### config.mk
export PLATFORM = sky130hd
export DESIGN_NAME = booth_mul_dispatcher
export DESIGN_NICKNAME = d
export VERILOG_FILES = /design/src/rtl/booth_pkg.sv /design/src/rtl/booth_mul_dispatcher_sync_fifo.sv /design/src/rtl/booth_mul_dispatcher.sv
export SDC_FILE = /design/constraint.sdc
export NUM_CORES = 1
export LEC_CHECK = 0
export ABC_AREA = 1
export ABC_CLOCK_PERIOD_IN_PS = 4300
export CORE_MARGIN = 2
export CORE_UTILIZATION = 55
export DETAILED_ROUTE_END_ITERATION = 10
export MAX_ROUTING_LAYER = met4
export PLACE_DENSITY = 0.78
export RECOVER_POWER = 50
export SLEW_MARGIN = 20
export SYNTH_ARGS = -nofsm -noshare
export SYNTH_HDL_FRONTEND = slang
export SYNTH_SLANG_ARGS = --single-unit
export TNS_END_PERCENT = 30
### constraint.sdc
create_clock -name clk -period 4.3 [get_ports clk]
set_clock_uncertainty 0.1 [all_clocks]
set_input_delay 0.86 -clock clk [delete_from_list [all_inputs] [get_ports clk]]
set_output_delay 0.86 -clock clk [all_outputs]
set_load 0.1 [all_outputs]
### src/rtl/booth_pkg.sv
// booth_pkg: definitions shared by the Booth multiplier dispatcher and its benches.
//   MODE_*      : sign-mode encodings (bit1 = multiplicand signed, bit0 = multiplier signed)
//   MUL_W       : operand width assumed by the reference model
//   ref_product : reference product with the sign handling of booth_radix8_multiplier
`timescale 1ns/1ps
package booth_pkg;

    localparam logic [1:0] MODE_UU = 2'b00;
    localparam logic [1:0] MODE_US = 2'b01;
    localparam logic [1:0] MODE_SU = 2'b10;
    localparam logic [1:0] MODE_SS = 2'b11;

    localparam int MUL_W = 16;

    // Both operands are extended to the product width according to their sign
    // flag. The low 2*MUL_W bits of that product are the exact signed, unsigned
    // or mixed-sign result.
    function automatic logic [2*MUL_W-1:0] ref_product(
        input logic [MUL_W-1:0] a,
        input logic [MUL_W-1:0] b,
        input logic [1:0]       mode
    );
        logic [2*MUL_W-1:0] ea;
        logic [2*MUL_W-1:0] eb;
        ea = mode[1] ? {{MUL_W{a[MUL_W-1]}}, a} : {{MUL_W{1'b0}}, a};
        eb = mode[0] ? {{MUL_W{b[MUL_W-1]}}, b} : {{MUL_W{1'b0}}, b};
        return ea * eb;
    endfunction

endpackage

### src/rtl/booth_mul_dispatcher_sync_fifo.sv
// sync_fifo: show-ahead synchronous FIFO with a synchronous active-low reset.
//   clk, rst_n       : clock and reset
//   push, wr_data    : write request and data (ignored when full unless popping too)
//   pop              : consume the head entry (ignored when empty)
//   rd_data          : head entry, valid whenever empty is low
//   full, empty      : occupancy flags
//   count            : number of stored entries (0..DEPTH)
`timescale 1ns/1ps
module sync_fifo #(
    parameter int DW    = 8,
    parameter int DEPTH = 8
) (
    input  logic                   clk,
    input  logic                   rst_n,
    input  logic                   push,
    input  logic [DW-1:0]          wr_data,
    input  logic                   pop,
    output logic [DW-1:0]          rd_data,
    output logic                   full,
    output logic                   empty,
    output logic [$clog2(DEPTH):0] count
);
    localparam int AW = $clog2(DEPTH);
    localparam logic [AW:0] FULL_CNT = (AW+1)'(DEPTH);

    logic [DW-1:0] r_mem [DEPTH];
    logic [AW-1:0] r_wr_ptr;
    logic [AW-1:0] r_rd_ptr;
    logic [AW:0]   r_count;

    logic w_push_ok;
    logic w_pop_ok;

    assign empty   = (r_count == '0);
    assign full    = (r_count == FULL_CNT);
    assign count   = r_count;
    assign rd_data = r_mem[r_rd_ptr];

    // A push into a full FIFO is accepted only when the head is leaving in the
    // same cycle; the write then lands in the slot the head just vacated.
    assign w_pop_ok  = pop && !empty;
    assign w_push_ok = push && (!full || w_pop_ok);

    always_ff @(posedge clk) begin
        if (w_push_ok) begin
            r_mem[r_wr_ptr] <= wr_data;
        end
    end

    // DEPTH is a power of two, so pointers wrap by natural overflow.
    always_ff @(posedge clk) begin
        if (!rst_n) begin
            r_wr_ptr <= '0;
            r_rd_ptr <= '0;
            r_count  <= '0;
        end else begin
            if (w_push_ok) begin
                r_wr_ptr <= r_wr_ptr + 1'b1;
            end
            if (w_pop_ok) begin
                r_rd_ptr <= r_rd_ptr + 1'b1;
            end
            r_count <= r_count + {{AW{1'b0}}, w_push_ok} - {{AW{1'b0}}, w_pop_ok};
        end
    end

    always_ff @(posedge clk) begin
        if (rst_n) begin
            assert (!(push && full && !pop))
                else $error("sync_fifo: push while full without pop");
        end
    end

endmodule

### src/rtl/booth_mul_dispatcher.sv
// booth_mul_dispatcher: issues tagged multiply requests to a non-stallable
// multiplier (start/busy/done) and returns products in acceptance order.
//   clk, rst_n                     : clock, synchronous active-low reset
//   in_valid/in_ready, in_a, in_b,
//   in_mode, in_tag                : request channel
//   out_valid/out_ready,
//   out_product, out_tag           : result channel with full backpressure
//   mul_start, mul_multiplicand,
//   mul_multiplier, mul_sign_mode  : multiplier command side
//   mul_product, mul_done, mul_busy: multiplier response side
//   inflight                       : tags issued but not yet completed
//   err_orphan                     : sticky flag, done seen with nothing outstanding
`timescale 1ns/1ps
module booth_mul_dispatcher
    import booth_pkg::*;
#(
    parameter int WIDTH = 16,
    parameter int TAG_W = 4,
    parameter int DEPTH = 8
) (
    input  logic                     clk,
    input  logic                     rst_n,
    input  logic                     in_valid,
    output logic                     in_ready,
    input  logic [WIDTH-1:0]         in_a,
    input  logic [WIDTH-1:0]         in_b,
    input  logic [1:0]               in_mode,
    input  logic [TAG_W-1:0]         in_tag,
    output logic                     out_valid,
    input  logic                     out_ready,
    output logic [2*WIDTH-1:0]       out_product,
    output logic [TAG_W-1:0]         out_tag,
    output logic                     mul_start,
    output logic [WIDTH-1:0]         mul_multiplicand,
    output logic [WIDTH-1:0]         mul_multiplier,
    output logic [1:0]               mul_sign_mode,
    input  logic [2*WIDTH-1:0]       mul_product,
    input  logic                     mul_done,
    input  logic                     mul_busy,
    output logic [$clog2(DEPTH):0]   inflight,
    output logic                     err_orphan
);
    localparam int CW   = $clog2(DEPTH) + 1;
    localparam int RDW  = 2*WIDTH + TAG_W;
    localparam logic [CW:0] CREDITS = (CW+1)'(DEPTH);

    logic [CW-1:0]    w_tag_count;
    logic [CW-1:0]    w_res_count;
    logic [CW:0]      w_outstanding;
    logic             w_tag_empty;
    logic             w_tag_full;
    logic             w_res_empty;
    logic             w_res_full;
    logic [TAG_W-1:0] w_tag_head;
    logic [RDW-1:0]   w_res_head;
    logic             w_tag_push;
    logic             w_tag_pop;
    logic             w_res_push;
    logic             w_res_pop;
    logic             r_err_orphan;

    // Every issued op will eventually need a result slot, so tags in flight and
    // buffered results share one credit pool. This is what keeps the result
    // FIFO from overflowing when the multiplier cannot be stalled.
    assign w_outstanding = {1'b0, w_tag_count} + {1'b0, w_res_count};
    assign in_ready      = rst_n && !mul_busy && (w_outstanding < CREDITS);

    assign mul_start        = in_valid && in_ready;
    assign mul_multiplicand = in_a;
    assign mul_multiplier   = in_b;
    assign mul_sign_mode    = in_mode;

    assign w_tag_push = mul_start;
    // A done with no tag outstanding is an orphan; it never bypasses a tag
    // being pushed in the same cycle.
    assign w_tag_pop  = mul_done && !w_tag_empty;
    assign w_res_push = w_tag_pop;
    assign w_res_pop  = out_valid && out_ready;

    sync_fifo #(
        .DW    (TAG_W),
        .DEPTH (DEPTH)
    ) u_tag_fifo (
        .clk     (clk),
        .rst_n   (rst_n),
        .push    (w_tag_push),
        .wr_data (in_tag),
        .pop     (w_tag_pop),
        .rd_data (w_tag_head),
        .full    (w_tag_full),
        .empty   (w_tag_empty),
        .count   (w_tag_count)
    );

    sync_fifo #(
        .DW    (RDW),
        .DEPTH (DEPTH)
    ) u_res_fifo (
        .clk     (clk),
        .rst_n   (rst_n),
        .push    (w_res_push),
        .wr_data ({mul_product, w_tag_head}),
        .pop     (w_res_pop),
        .rd_data (w_res_head),
        .full    (w_res_full),
        .empty   (w_res_empty),
        .count   (w_res_count)
    );

    assign out_valid   = !w_res_empty;
    assign out_product = w_res_head[RDW-1:TAG_W];
    assign out_tag     = w_res_head[TAG_W-1:0];
    assign inflight    = w_tag_count;
    assign err_orphan  = r_err_orphan;

    always_ff @(posedge clk) begin
        if (!rst_n) begin
            r_err_orphan <= 1'b0;
        end else if (mul_done && w_tag_empty) begin
            r_err_orphan <= 1'b1;
        end
    end

    always_ff @(posedge clk) begin
        if (rst_n) begin
            assert (!(w_res_push && w_res_full && !w_res_pop))
                else $error("booth_mul_dispatcher: result FIFO overflow");
            assert (!(w_tag_push && w_tag_full && !w_tag_pop))
                else $error("booth_mul_dispatcher: tag FIFO overflow");
        end
    end

endmodule

== Word-level counts from Yosys, hierarchy flattened ==
Memories as Yosys holds them, arrays and structs flattened. A register that Yosys moved wholly into a read port is not among the register bits.
Index checks and enable logic that the tools add are counted.

* Register bits: 21
* Memories kept: 2
* Word-level logic and storage cells: 48
* Latch bits: 0
* Memory bits (writable): 320
* ROM bits: 0

* Order comparisons: 1
* Eq/ne operators: 2
* Multipliers: 0
* $add $sub $neg: 9
* Shifts and indexed selects: 0
* Reduce and logical (&&, ||, !) cells: 19
* Multiplexer cells: 8
* Divide/modulo/power cells: 0
* Bitwise gates (word level): 0

{| class="wikitable"
|+ Memories
! name !! depth !! bits a word !! read ports !! clocked after memory_dff !! wr ports !! line !! source
|-
| u_res_fifo.r_mem || 8 || 36 || 1 || 1 || 1 || booth_mul_dispatcher_sync_fifo.sv:26 || <nowiki>logic [DW-1:0] r_mem [DEPTH];</nowiki>
|-
| u_tag_fifo.r_mem || 8 || 4 || 1 || 1 || 1 || booth_mul_dispatcher_sync_fifo.sv:26 ||
|}

{| class="wikitable"
|+ Operator list
! kind !! number
|-
| $add 3x1->3 const B || 4
|-
| $mux 3 || 4
|-
| $logic_and 1x1->1 || 10
|-
| $add 4x1->4 || 2
|-
| $eq 4x4->1 const B || 2
|-
| $logic_not 4->1 || 2
|-
| $sub 4x1->4 || 2
|-
| $add 4x4->5 || 1
|-
| $logic_not 1->1 || 5
|-
| $lt 5x4->1 const B || 1
|-
| $mux 1 || 4
|-
| $logic_or 1x1->1 || 2
|}

== Logic depth before layout (Yosys ltp) ==
Gate-level depths: netlist of the first run.

* Word-level depth: 8
* Mapped depth: 12

== By module ==
A second synthesis of the first run with hierarchy kept.

* Cells, all modules: 1225
* Area total of the unflattened synthesis: 14311.2 um^2

{| class="wikitable"
|+ By module, submodules not included
! module !! seq. area each (um^2) !! instances !! cells each !! area an instance (um^2)
|-
| sync_fifo at u_res_fifo || 8908.5 || 1 || 976 || 11951.5
|-
| sync_fifo at u_tag_fifo || 1221.2 || 1 || 190 || 1959.4
|-
| booth_mul_dispatcher || 20.0 || 1 || 59 || 400.4
|}

== Least setup slack after synthesis of the first run ==
OpenSTA, ideal clock, no wires.

* Path type: register -> register
* Start: register u_tag_fifo.r_count[2] (netlist: u_tag_fifo.count[2])
* End: memory u_res_fifo.r_mem[0][0] in the netlist's numbering, enable pin
* Slack: 0.235 ns
* Arrival: 3.536 ns
* Required time: 3.771 ns
* Stages on the path, launching flop included: 9
* Cells stage by stage: dfxtp_1 -> inv_1 -> ha_1 -> nand2_1 -> nand2_1 -> inv_2 -> nand2_2 -> or2_1 -> nor2_1

* Longest elaborated chain between the ends: 6

{| class="wikitable"
|+ RTL lines
! what !! line !! source
|-
| start, declared || booth_mul_dispatcher_sync_fifo.sv:29 || <nowiki>logic [AW:0] r_count;</nowiki>
|-
| start signal, assigned || booth_mul_dispatcher_sync_fifo.sv:63 || <nowiki>r_count <= r_count + {{AW{1'b0}}, w_push_ok} - {{AW{1'b0}}, w_pop_ok};</nowiki>
|-
| $logic_not 4->1 || booth_mul_dispatcher_sync_fifo.sv:34 || <nowiki>assign empty = (r_count == '0);</nowiki>
|-
| $logic_not 1->1 || booth_mul_dispatcher.sv:76 || <nowiki>assign w_tag_pop = mul_done && !w_tag_empty;</nowiki>
|-
| $logic_and 1x1->1 || booth_mul_dispatcher.sv:76 ||
|-
| $logic_and 1x1->1 || booth_mul_dispatcher_sync_fifo.sv:42 || <nowiki>assign w_push_ok = push && (!full || w_pop_ok);</nowiki>
|-
| $mux 1 || booth_mul_dispatcher_sync_fifo.sv:45 || <nowiki>if (w_push_ok) begin</nowiki>
|-
| $mux 1 (implied by the code) || booth_mul_dispatcher_sync_fifo.sv:46 || <nowiki>r_mem[r_wr_ptr] <= wr_data;</nowiki>
|-
| end, declared || booth_mul_dispatcher_sync_fifo.sv:26 ||
|}

No other way between the ends.

==> results of run 1 <==
==> cell families after synthesis <==
logic type / synth area share, %
xor gates and xnor gates: 0.2484
DFF: 71.95
buffers and inverters: 5.127
adders and majority gates: 1.969
AOI/OAI and AO/OA: 9.846
and+or+nand+nor: 10.86
==> power by group <==
group / leakage (nW) / total, mW / internal [mW] / switching, mW
combinational: 2.18 / 4.64 / 1.38 / 3.25
clock: 0.518 / 2.78 / 1.59 / 1.19
sequential: 3.11 / 4.23 / 4.06 / 0.175
total: 5.82 / 11.6 / 7.03 / 4.62
==> Yosys cell counts <==
cell and instances:
buf_1 2, buf_2 20, inv_2 3, nand4_2 1, o211ai_2 1, or2_1 1
nand3_1 5, ha_1 19, nor2_1 231, dfxtp_1 27, fa_1 2, o21ai_0 132
o21a_1 1, clkbuf_2 1, edfxtp_1 320, a31oi_1 40, xnor2_1 1, buf_6 5
clkinv_1 1, or2_4 1, buf_4 42, nand2_2 2, xor2_1 3, o21bai_1 1
o21ai_1 37, inv_1 36, clkbuf_1 22, a21oi_1 53, nor2_2 6, inv_4 1
nand3_2 1, nand2_1 147
==> per-stage QoR <==
| step | setup slack [ns] | instance area, um2 | hold slack (ns) | power [mW] |
|---|---|---|---|---|
| final | 0.4724 | 16470 | 0.3574 | 11.65 |
| after global routing | 0.3149 | 16470 | 0.3801 | 12.13 |
| after CTS | 0.5076 | 16500 | 0.3449 | 11.72 |
| after detailed placement | 1.017 | 15450 | 0.3252 | 8.934 |
| after global placement | 1.066 | 15450 | 0.3274 | 8.872 |
| after floorplan | 0.2348 | 14110 | 0.3115 | 7.496 |
==> per-layer routing <==
layer	GRT usage, %	vias up	part of all wire (%)
li1	-	4165	-
met1	29.97	4377	41
met2	37.87	390	50
met3	3.636	50	7.0
met4	7.097	0	1.9
met5	-	-	0
==> worst max-delay path: cells and delay by family (launching register included) <==
kind                   cells  cell delay, ns
flip-flops                 1            0.76
buffers and inverters      2            0.64
AO/OA/AOI/OAI              4            0.85
==> how the worst max path moves through the flow <==
stage,startpoint,to,slack (ns),cells past startpoint
2_1_floorplan,u_tag_fifo.count[2],u_res_fifo.r_mem[0][0],0.23,8
3_3_place_gp,flop,out_tag[2],1.07,6
3_5_place_dp,mul_done,u_res_fifo.r_mem[3][28],1.02,8
6_report,flop,out_tag[2],0.47,6
5_1_grt,flop,out_tag[2],0.31,6
4_1_cts,flop,out_tag[2],0.51,6
==> flip-flops by register name (all words and copies together), names as in the netlist, named ones only <==
| name | cells |
|---|---|
| u_res_fifo.r_mem | 288 |
| u_tag_fifo.r_rd_ptr | 3 |
| u_tag_fifo.count | 4 |
| err_orphan | 1 |
| u_res_fifo.r_rd_ptr | 3 |
| u_res_fifo.r_wr_ptr | 3 |
| u_tag_fifo.r_wr_ptr | 3 |
| u_tag_fifo.r_mem | 32 |
| u_res_fifo.count | 4 |
==> final cells by class <==
type                    instances  share of cell area (%)
diodes                          1                 0.01519
clock buffers                  45                   5.863
clock inverters                17                  0.5013
inverters                      41                  0.9493
multi-input cells             685                   19.83
flip-flops and latches        347                   61.64
well taps                     330                   2.506
repair buffers                104                   8.696
==> results.cfg, run 1 <==
[status]
status = finished clean

[synthesis]
synthTopCellsByArea = edfxtp_1 (68%), nor2_1 (6.1%), o21ai_0 (4.7%), nand2_1 (3.9%), dfxtp_1 (3.8%)
synth_nets = 1262
syn_area_per_cell_um2 = 12.11
synth_area_um2 = 14110
synthCells = 1165
synth_top_area_cell = edfxtp_1
synth_seq_cells = 347
synth_cell_types = 32
synth_top_area_share_pct = 68.12
yosys_warnings = 0
yosysSeqAreaShare_pct = 71.95

[finish]
final_cell_mix = edfxtp_1 (320), nor2_1 (227), nand2_1 (148), o21ai_0 (132), a21oi_1 (53)
finish.utilization_pct = 65.42
nets = 1312
drive_gt1_share_pct = 9.605
n_fill_cell = 1740
seq_area_um2 = 10150
multi_input_area_um2 = 3267
syn_to_final_growth_pct = 16.79
instances_no_fill = 1570
final_common_cell = edfxtp_1

[critical_path]
worstPathCellList = buf_12 -> o21ai_0 -> o21ai_0 -> a21oi_1 -> a31oi_1 -> buf_12
critPathMaxStageDelay_ns = 0.76
r2r_slack_ns = 1.45
r2r_start = u_tag_fifo.count[2]
start_kind = flop
rr_endpoint = u_res_fifo.r_mem[3][35]
worstPathMaxFanout = 84
critPathRequiredTime_ns = 3.34
end_kind = primary output
reg2regPathDepth = 10
crit_path_top_delay_cell = dfxtp_4
critPathArrivalTime_ns = 2.87
criticalPathCategory = reg2out

[global_route]
grt_first_pass_wirelength_um = 46750
grt_overflow_total = 0
grt_use_total_pct = 23.10
grt_pass1_vias = 8859
grt_antenna_before_repair = 1
grt_max_degree = 85

[sta]
tns_ns = 0
report.final.slew_viol_count = 0
max_clock_freq_mhz = 261.3
fin_crit_sh_pct = 89.01
slew-limit-headroom_pct = 35.06
finalSetupViolCount = 0
hold_viol = 0
rsz0062_at_grt = no
fin_crit_ns = 3.828
worstMarginPinSlew_ns = 0.9711

[cts]
cts.sinks = 347
clock_latency_ns = 0.50
cts_hold_buf = 0
tritoncts = yes
cts-root-buf = clkbuf_16
cts_resized = 0
cts_buffers = 36
clock_path_buffers = 3
path_clk_slew_ns = 0.06
cts_setup_buffers = 0
htreeDepth = 2

[floorplanning]
core_area_um2 = 25180
initial_core_util_pct = 56.02
die_y_um = 164.1
dieArea_um2 = 26940
num_rows = 58
io_pins = 154
die_x_um = 164.1

[place]
place.port_buffers = 85
dp_cells = 1507
dp_hpwl_um = 16810
gp_congestion = 0.7934

[pwr]
p_per_area_nw_per_um2 = 707.1
p_leak_nw = 5.816
vdd_drop_max_v = 0.0007481

[route]
firstDrtPassIters = 5
drt_iter0_drc = 905
vias = 8982
drt_wl_total_um = 29800
via_per_inst = 5.721
drt.antenna.violating_nets = 0
routedWlPerCell_um = 18.98
drc = 0

[min_path]
hp-class = reg2reg
holdPathStages = 1
hp-start = u_res_fifo.r_rd_ptr[2]

[flow_run]
maxCapViolations = 0
Power figures use the tool's default switching activity.
==> inputs of run 2 (changes only) <==
ABC_AREA = default   (was 1)
CTS_CLUSTER_DIAMETER = 100   (was default)
SYNTH_HIERARCHICAL = 1   (was default)
==> run 2 against run 1 <==
Effect of this change:
- register-to-register slack got worse by 0.69 ns
- combinational power is 28% lower
- non-clock buffer count fell by 4
- largest cell class unchanged
- critical path depth decreased by 1
- sequential power about the same
- highest routed layer unchanged
- maximum frequency up 5.9%
- hold slack better by 0.014 ns
- first-iteration DRC count fell by 45%
- sequential cell count stayed put
- cell count fell by 28%
==> results.cfg, run 2 <==
[status]
status = finished clean

[synthesis]
syn_area_per_cell_um2 = 20.28
synthCells = 698
synth_nets = 793
yosys_warnings = 6
synth_area_um2 = 14160

[critical_path]
crit_family = buffers and inverters
rr_endpoint = u_tag_fifo/count[2]
r2r_slack_ns = 0.76
critPathMostFrequentCell = inv_1
start_kind = flop
crit_buf_inv = 3
crit_path_top_delay_cell = clkdlybuf4s50_1
reg2regPathDepth = 12
worstPathCellList = inv_1 -> ha_1 -> nor3b_1 -> inv_1 -> clkdlybuf4s50_1
critical_path_cell_count = 5
critPathArrivalTime_ns = 2.65
worstSetupEndpoint = out_valid
worstPathMaxFanout = 5
critPathMaxStageDelay_ns = 1.00
r2r_start = u_tag_fifo/count[2]
criticalPathCategory = reg2out
critPathRequiredTime_ns = 3.34
startpoint = u_res_fifo/count[2]
end_kind = primary output

[cts]
htreeDepth = 2
tritoncts = yes
clock_latency_ns = 0.51
cts_buffers = 35
cts.sinks = 347
path_clk_slew_ns = 0.06
cts_resized = 0
cts_hold_buf = 0
cts_setup_buffers = 0
clock_path_buffers = 3
cts-root-buf = clkbuf_16

[route]
firstDrtPassIters = 4
via_per_inst = 5.893
routedWlPerCell_um = 23.15
drt_wl_total_um = 26000
drt.antenna.violating_nets = 0
drc = 0
drt_iter0_drc = 497
vias = 6618

[finish]
final_common_cell = edfxtp_1
nets = 862
largest_reg_flops = 288
regMostFlops = u_res_fifo/r_mem
final_cell_mix = edfxtp_1 (320), buf_4 (49), mux4_2 (42), mux4_1 (38)
reg_top3 = u_res_fifo/r_mem (288), u_tag_fifo/r_mem (32)
syn_to_final_growth_pct = 14.43
instances_no_fill = 1123
drive_gt1_share_pct = 24.75

[floorplanning]
num_rows = 58
core_area_um2 = 25250
initial_core_util_pct = 56.05
io_pins = 154
die_y_um = 164.4
die_x_um = 164.4
dieArea_um2 = 27040

[global_route]
grt_antenna_before_repair = 1
grt_max_degree = 73
grt_first_pass_wirelength_um = 40230
grt_pass1_vias = 7107
grt_overflow_total = 0
grt_use_total_pct = 20.41

[sta]
fin_crit_sh_pct = 84.04
report.final.slew_viol_count = 0
slew-limit-headroom_pct = 33.56
fin_crit_ns = 3.614
finalSetupViolCount = 0
rsz0062_at_grt = no
hold_viol = 0
max_clock_freq_mhz = 276.7
worstMarginPinSlew_ns = 0.9966

[flow_run]
maxCapViolations = 0

[pwr]
vdd_drop_max_v = 0.0005945
total_power_mw = 10.52
p_per_area_nw_per_um2 = 649.3
p_leak_nw = 5.239

[place]
dp_cells = 1060
place.port_buffers = 85
dp_hpwl_um = 14850
gp_congestion = 0.8163

[min_path]
hp-start = err_orphan
hp-class = reg2reg
[run 2: cell count changes in the layout (fill, tap and decap cells not counted), moves of 23 or more]
cell     before  now
a21oi_1      53    4
a31oi_1      40    1
buf_12       43    3
buf_4        13   49
inv_1        37   14
mux2_2        0   36
mux4_1        0   38
mux4_2        0   42
nand2_1     148   23
nor2_1      227    7
o21ai_0     132    4
o21ai_1      37    0
[run 2: layer usage]
layer,vias up,wire (um),track usage (%),share of wire (%)
met2,208,13690,35.24,53
li1,2956,-,-,-
met1,3399,10250,24.74,39
met3,55,1570,4.319,6.0
met4,0,490,5.336,1.9
met5,-,0,-,0
[run 2: metrics by stage]
stage	setup WS [ns]	instance area (um2)	hold WS [ns]	TNS [ns]	util (%)
6_report	0.6861	16200	0.3714	0	64.14
5_1_grt	0.4995	16200	0.3988	0	64.14
4_1_cts	0.6593	16200	0.3788	0	64.14
3_5_place_dp	0.7323	15070	0.3604	0	59.69
3_3_place_gp	0.8258	15070	0.3574	0	59.69
2_1_floorplan	-1.076	14190	0.3539	-161.48	-
[run 2: final cells by class]
cell class,instances,area [um2]
fillers,1655,9055
repair buffers,100,902.1
multi-input cells,268,3536
flip-flops and latches,347,10160
clock inverters,19,186.4
well taps,330,412.9
inverters,15,61.31
diodes,1,2.502
clock buffers,43,937.1
[run 2: power breakdown]
group / total [mW] / internal [mW] / switching, mW
clock network: 2.95 / 1.74 / 1.21
registers: 4.24 / 4.01 / 0.224
logic: 3.33 / 0.959 / 2.38
total: 10.5 / 6.71 / 3.81
[run 2: worst min path at each step]
| stage | endpoint | slack (ns) | cells past startpoint |
|---|---|---|---|
| after floorplan | flop | 0.35 | 2 |
| final | err_orphan | 0.37 | 2 |
| after global routing | err_orphan | 0.40 | 2 |
| after detailed placement | err_orphan | 0.36 | 2 |
| after global placement | err_orphan | 0.36 | 2 |
| after CTS | err_orphan | 0.38 | 2 |
[run 2: tightest hold or removal path, stage by stage, from the launching register on]
cell     delay, ns
dfxtp_1       0.32
a21oi_1       0.04
nor2_1        0.07
